File: src/rtl/uart_tx_fifo.sv
// uart_tx_fifo: byte FIFO decoupling a bursty producer from uart_transmitter's valid/ready drain.
//   clk_i        system clock, all state on rising edge
//   nrst_i       synchronous active-low reset, clears both pointers
//   in_valid_i   producer offers in_data_i
//   in_data_i    byte to enqueue
//   in_ready_o   byte accepted this cycle (low while full or in reset)
//   out_valid_o  head byte available on out_data_o
//   out_data_o   head byte (combinational read)
//   out_ready_i  consumer takes the head this cycle
//   count_o      stored entries, 0..DEPTH
//   empty_o      count_o == 0
//   full_o       count_o == DEPTH
// Optional UART_TX_FIFO_BYPASS_EN: when empty, in_* cuts straight through to out_*.
module uart_tx_fifo #(
  parameter int DEPTH = 16,
  localparam int AW = $clog2(DEPTH)
) (
  input  logic          clk_i,
  input  logic          nrst_i,
  input  logic          in_valid_i,
  input  logic [7:0]    in_data_i,
  output logic          in_ready_o,
  output logic          out_valid_o,
  output logic [7:0]    out_data_o,
  input  logic          out_ready_i,
  output logic [AW:0]   count_o,
  output logic          empty_o,
  output logic          full_o
);
  logic [7:0]  mem_q [DEPTH];
  logic [AW:0] wr_ptr_q, wr_ptr_d, rd_ptr_q, rd_ptr_d;
  logic        push, pop, cut;
  always_comb begin
    empty_o    = wr_ptr_q == rd_ptr_q;
    full_o     = (wr_ptr_q[AW-1:0] == rd_ptr_q[AW-1:0]) && (wr_ptr_q[AW] != rd_ptr_q[AW]);
    count_o    = wr_ptr_q - rd_ptr_q;
    in_ready_o = nrst_i & ~full_o;
`ifdef UART_TX_FIFO_BYPASS_EN
    out_valid_o = empty_o ? in_valid_i : 1'b1;
    out_data_o  = empty_o ? in_data_i : mem_q[rd_ptr_q[AW-1:0]];
    // a byte consumed straight through an empty FIFO is never stored
    cut         = empty_o & in_valid_i & out_ready_i;
`else
    out_valid_o = ~empty_o;
    out_data_o  = mem_q[rd_ptr_q[AW-1:0]];
    cut         = 1'b0;
`endif
    push     = in_valid_i & in_ready_o & ~cut;
    pop      = out_valid_o & out_ready_i & ~empty_o;
    wr_ptr_d = wr_ptr_q + {{AW{1'b0}}, push};
    rd_ptr_d = rd_ptr_q + {{AW{1'b0}}, pop};
  end
  always_ff @(posedge clk_i) begin
    if (!nrst_i) begin
      wr_ptr_q <= '0;
      rd_ptr_q <= '0;
    end else begin
      wr_ptr_q <= wr_ptr_d;
      rd_ptr_q <= rd_ptr_d;
    end
  end
  always_ff @(posedge clk_i) begin
    if (push) mem_q[wr_ptr_q[AW-1:0]] <= in_data_i;
  end
endmodule

File: config.mk
export PLATFORM = sky130hd
export DESIGN_NAME = uart_tx_fifo
export DESIGN_NICKNAME = d
export VERILOG_FILES = /design/src/rtl/uart_tx_fifo.sv
export SDC_FILE = /design/constraint.sdc
export NUM_CORES = 1
export LEC_CHECK = 0
export CORE_MARGIN = 2
export CORE_UTILIZATION = 59
export DETAILED_ROUTE_END_ITERATION = 8
export PLACE_DENSITY = 0.79
export REMOVE_ABC_BUFFERS = 1
export SLEW_MARGIN = 0
export SYNTH_ARGS = -nofsm -noshare
export SYNTH_HDL_FRONTEND = slang
export SYNTH_SLANG_ARGS = --single-unit
export TNS_END_PERCENT = 50
File: constraint.sdc
create_clock -name clk_i -period 3 [get_ports clk_i]
set_input_delay 0.3 -clock clk_i [delete_from_list [all_inputs] [get_ports clk_i]]
set_output_delay 0.3 -clock clk_i [all_outputs]
set_load 0.1 [all_outputs]
Yosys cells after proc, flatten, opt, wreduce, memory -nomap -nowiden
Memory sizes are Yosys's and may differ from the RTL's. A register that Yosys moved wholly into a read port is not among the register bits.
Cells that the tools add are included.

cells by class
  add/subtract/negate cells = 3
  eq/ne operators = 3
  muxes and demuxes = 3
  bitwise logic cells = 6
  reduce and logical (&&, ||, !) cells = 1

operators by type and width
  operator                                number
  5-bit by 1-bit adder with 5-bit output  2
  5-bit == test                           1
  5-bit subtractor                        1
  1-bit AND                               4
  4-bit == test                           1
  4-bit 2-to-1 mux                        1
  1-bit 2-to-1 mux                        2
  1-bit NOT                               2
  1-bit logical AND                       1
  1-bit inequality test                   1

word-level totals
  bits in registers = 10
  RAM bits = 128
  input bits = 12
  output and inout port bits = 17
  word-level logic and storage cells = 19
  memories = 1

memory list
  name   words  width  rd ports  clocked after Yosys merged registers in  write ports  line  source
  mem_q  16     8      1         1                                        1            30    logic [7:0] mem_q [DEPTH];

Logic depth before layout (Yosys ltp)
  word-level depth = 7
  mapped depth = 12
  gate-level depth less buffers = 10

Least setup slack after synthesis
No wires, ideal clock.

  kind = reg-to-output
  start point = reg rd_ptr_q[1]
  end point = out out_valid_o
  arrival = 3.459 ns
  required time = 2.700 ns
  setup slack = -0.759 ns
  cell stages (with the launch flop) = 8
  path through = dfxtp_1 buf_2 buf_2 inv_1 ha_1 nand4_1 nor2_1 inv_1

between the ends
  word-level cells in the longest chain between the ends = 2

RTL lines
  element                   line  source
  start: declaration        31    logic [AW:0] wr_ptr_q, wr_ptr_d, rd_ptr_q, rd_ptr_d;
  start signal: assignment  59    rd_ptr_q <= rd_ptr_d;
  5-bit == test             34    empty_o = wr_ptr_q == rd_ptr_q;
  via empty_o               27    output logic empty_o,
  1-bit NOT                 44    out_valid_o = ~empty_o;
  end: declaration          23    output logic out_valid_o,

The timed path passes the listed nets, and every way through them passes these cells.

Worst setup path in the final report
  start point = reg rd_ptr_q[1]
  end point = out count_o[4]

between the ends
  word-level cells in the longest chain between the ends = 1

RTL lines
  element           line  source
  5-bit subtractor  36    count_o = wr_ptr_q - rd_ptr_q;
  end: declaration  26    output logic [AW:0] count_o,

No other way between the ends.

==> summary.md <==
| Metric | Value |
|---|---|
| Status | `finished, final reports clean` |
| Flops & latches, synth | `138` |
| Top cell type's share of synthesized area | `68.3%` |
| WP data required | `2.70 ns` |
| Vias per cell | `5.94` |
| Final instance area | `6890 um2` |
| Placed cell count | `469` |
| DIE WIDTH | `102 um` |
| Fmax | `0.349 GHz` |
| Nets | `380` |
| VDD IR max | `0.461 mV` |
| Tightest Pin Transition | `0.739 ns` |
| Cts bufs inserted | `17` |
| WL per Instance | `22.8 um` |
| Register area share after synthesis | `71.8%` |
| CP arrival | `2.57 ns` |
| Sink Count | `138` |
| Die Area | `10300 um2` |
| Number of synthesized flops with an enable pin | `128` |
| Setup WS post-layout | `0.132 ns` |
| Max-cap violations | `0` |
| Type of the worst min-delay path | `input pin to flop` |
| Initial antenna violation count | `0` |
| Post-CTS Hold Buffers | `0` |
| Crit path kind | `flop to output pin` |
| GRT Total Usage | `24.4%` |
| Worst-Skew Late Latency | `0.52 ns` |
| Post-Route WL | `11.4 mm` |
| First-pass GRT wire length | `17.5 mm` |
| Gpl congestion | `0.858` |
| TritonCTS clock tree | `built` |
| Core Area | `9240 um2` |
| Port Buf Inserts | `28` |
| Fin. max-slew vios | `0` |
| Filler instances | `542` |
| # setup viols final | `0` |
| Remaining global-route overflow | `0` |
| Layout cell share with drive strength beyond 1 | `24.8%` |
| Worst R2R Setup Slack | `0.43 ns` |
| Final instance count without filler cells | `500` |
| Placed inst area | `6280 um2` |
| Root buffer cell | `clkbuf_8` |
| Number of remaining DRC errors | `0` |
| Starting Density | `60.9%` |
| FFs w/ async S/R, synth | `0%` |
| CP Launch Type | `flop` |
| Number of distinct library cells after synthesis | `34` |
| RSZ-0062 raised after global routing | `no` |
| Post-synth top flop | `edfxtp_1` |
| First drt pass iteration count | `7` |
| Tcrit/Tclk final | `95.6%` |
| Vias | `2970` |
| Largest net degree at the start of global routing | `44` |
| Die Span Y | `102 um` |
| Reg clk slew, reported paths | `0.06 ns` |
| Multi-input logic area | `1450 um2` |
| Worst clock skew | `0.00648 ns` |
| ANT nets after route | `0` |
| Io pins | `29` |
| Synth Instances | `304` |
| PwrDens | `742 nW/um2` |
| Dpl ws | `0.471 ns` |
| Register Area | `4050 um2` |
| Dpl hpwl | `7.12 mm` |
| Layout area overhead | `22.4%` |
| Ys Warns | `0` |
| Ant diodes | `0` |
| Leak Pwr | `2.36 nW` |
| Slew margin rel. | `50.5%` |
| Initial DRC count | `283` |
| Vias in the first global route | `2955` |
| Top cells by area, synth | `edfxtp_1 68%, mux4_2 7.6%, mux2i_1 4.3%, dfxtp_1 3.6%, mux4_1 2.3%` |
| Core Rows | `35` |
| H-tree depth | `4` |
| Count of final hold-check violations | `0` |
| Mapped Area | `5630 um2` |
| Longest Clk Path Bufs | `2` |
| Critical Path Fanout Max | `43` |
| Post-route minimum period | `2.87 ns` |
| CP Capture Type | `output pin` |
| Syn_area_per_cell | `18.5 um2` |
| Dominant cell type by area after synthesis | `edfxtp_1` |
worst paths after layout:
kind | from | to | cells past startpoint
worst min register to register | wr_ptr_q[4]$_SDFF_PN0_ | wr_ptr_q[4]$_SDFF_PN0_ | 2
worst max register to register | rd_ptr_q[2]$_SDFF_PN0_ | mem_q[7][7]$_DFFE_PP_ | 7
worst max-delay path | rd_ptr_q[1]$_SDFF_PN0_ | count_o[4] | 7
worst min-delay path | nrst_i | rd_ptr_q[1]$_SDFF_PN0_ | 3
state kept, by name, summed over array words and instances (netlist names):
register  cells
mem_q       128
wr_ptr_q      5
rd_ptr_q      5
cells in the final DEF (no fill, tap or decap), types with 3 or more instances in the layout:
master             n
mux4_1             5
a22oi_1            8
buf_4             22
nor3_1             4
a32oi_1            8
clkinv_4           3
mux2i_1           24
edfxtp_1         128
o21ai_1            8
clkbuf_16         16
bufinv_16          4
buf_12            15
xnor2_1            7
nor2b_1            3
nand3_1            6
inv_1             11
and2_1            10
ha_1               8
inv_6              4
dfxtp_1            8
nor2_1            15
mux4_2            19
clkdlybuf4s50_1   11
cell families (layout without fill, tap and decap cells):
kind of cell	after synthesis	count (layout)	synth area share [%]
adder cells (fa/ha/maj)	9	9	2.13
multiplexers	48	48	14.2
flip-flops	138	138	71.8
XOR/XNOR	10	10	1.69
AND/OR/NAND/NOR	45	45	4.04
buffers and inverters	25	92	2.53
AO/OA/AOI/OAI	29	29	3.60
worst max-delay path: stages (launching register included):
cell and delay [ns]:
dfxtp_2 0.32, buf_4 0.53, fa_1 0.36, inv_1 0.06, a21o_1 0.17, a21oi_1 0.18
xnor2_1 0.20, buf_12 0.22
power by group:
| group | switching [mW] | internal, mW |
|---|---|---|
| registers | 0.00822 | 2.12 |
| logic | 0.549 | 0.303 |
| clock network | 0.785 | 1.35 |
layout make-up:
class	count	share of cell area (%)
Clock buffer	17	6.01
Clock inverter	14	2.83
Inverter	12	0.653
Multi-Input combinational cell	141	21.0
Sequential cell	138	58.7
Tap cell	129	2.34
Timing Repair Buffer	49	8.51
per-stage QoR:
step / util [%] / TNS, ns / hold slack (ns) / power (mW)
3_5_place_dp: 68.0 / 0 / 0.607 / 3.01
5_1_grt: 74.6 / 0 / 0.576 / 5.26
6_report: 74.6 / 0 / 0.569 / 5.12
3_3_place_gp: 68.0 / 0 / 0.603 / 3.00
2_1_floorplan: - / -33.42 / 0.399 / 2.72
4_1_cts: 74.6 / 0 / 0.554 / 5.14
per-layer routing:
metal / GRT usage, % / wire [um] / part of all wire, % / up-vias
met5: 0 / 0 / 0 / -
met4: 7.38 / 166 / 1.5 / 0
met3: 6.49 / 718 / 6.3 / 21
met2: 38.7 / 5670 / 50 / 111
met1: 33.7 / 4820 / 42 / 1510
li1: - / - / - / 1328
cell usage after synthesis (2+ instances only):
cell / count
o21ai_1: 8
mux2i_1: 24
or3_1: 2
nand2_1: 2
a21o_1: 2
mux4_2: 19
xnor2_1: 7
and2_1: 10
buf_1: 2
a32oi_1: 8
buf_12: 2
inv_1: 11
nor3_1: 4
mux4_1: 5
a21oi_1: 2
clkbuf_1: 3
nor2b_1: 3
a22oi_1: 8
buf_2: 4
ha_1: 8
dfxtp_1: 10
nand3_1: 6
nor2_1: 15
edfxtp_1: 128
xor2_1: 2
what timing repair did:
action | 4_1_cts | 5_1_grt
endpoints found under the setup margin | 0 | 8
setup buffers | 0 | 0
resized for setup | 0 | 1
(Power assumes the default switching activity.)
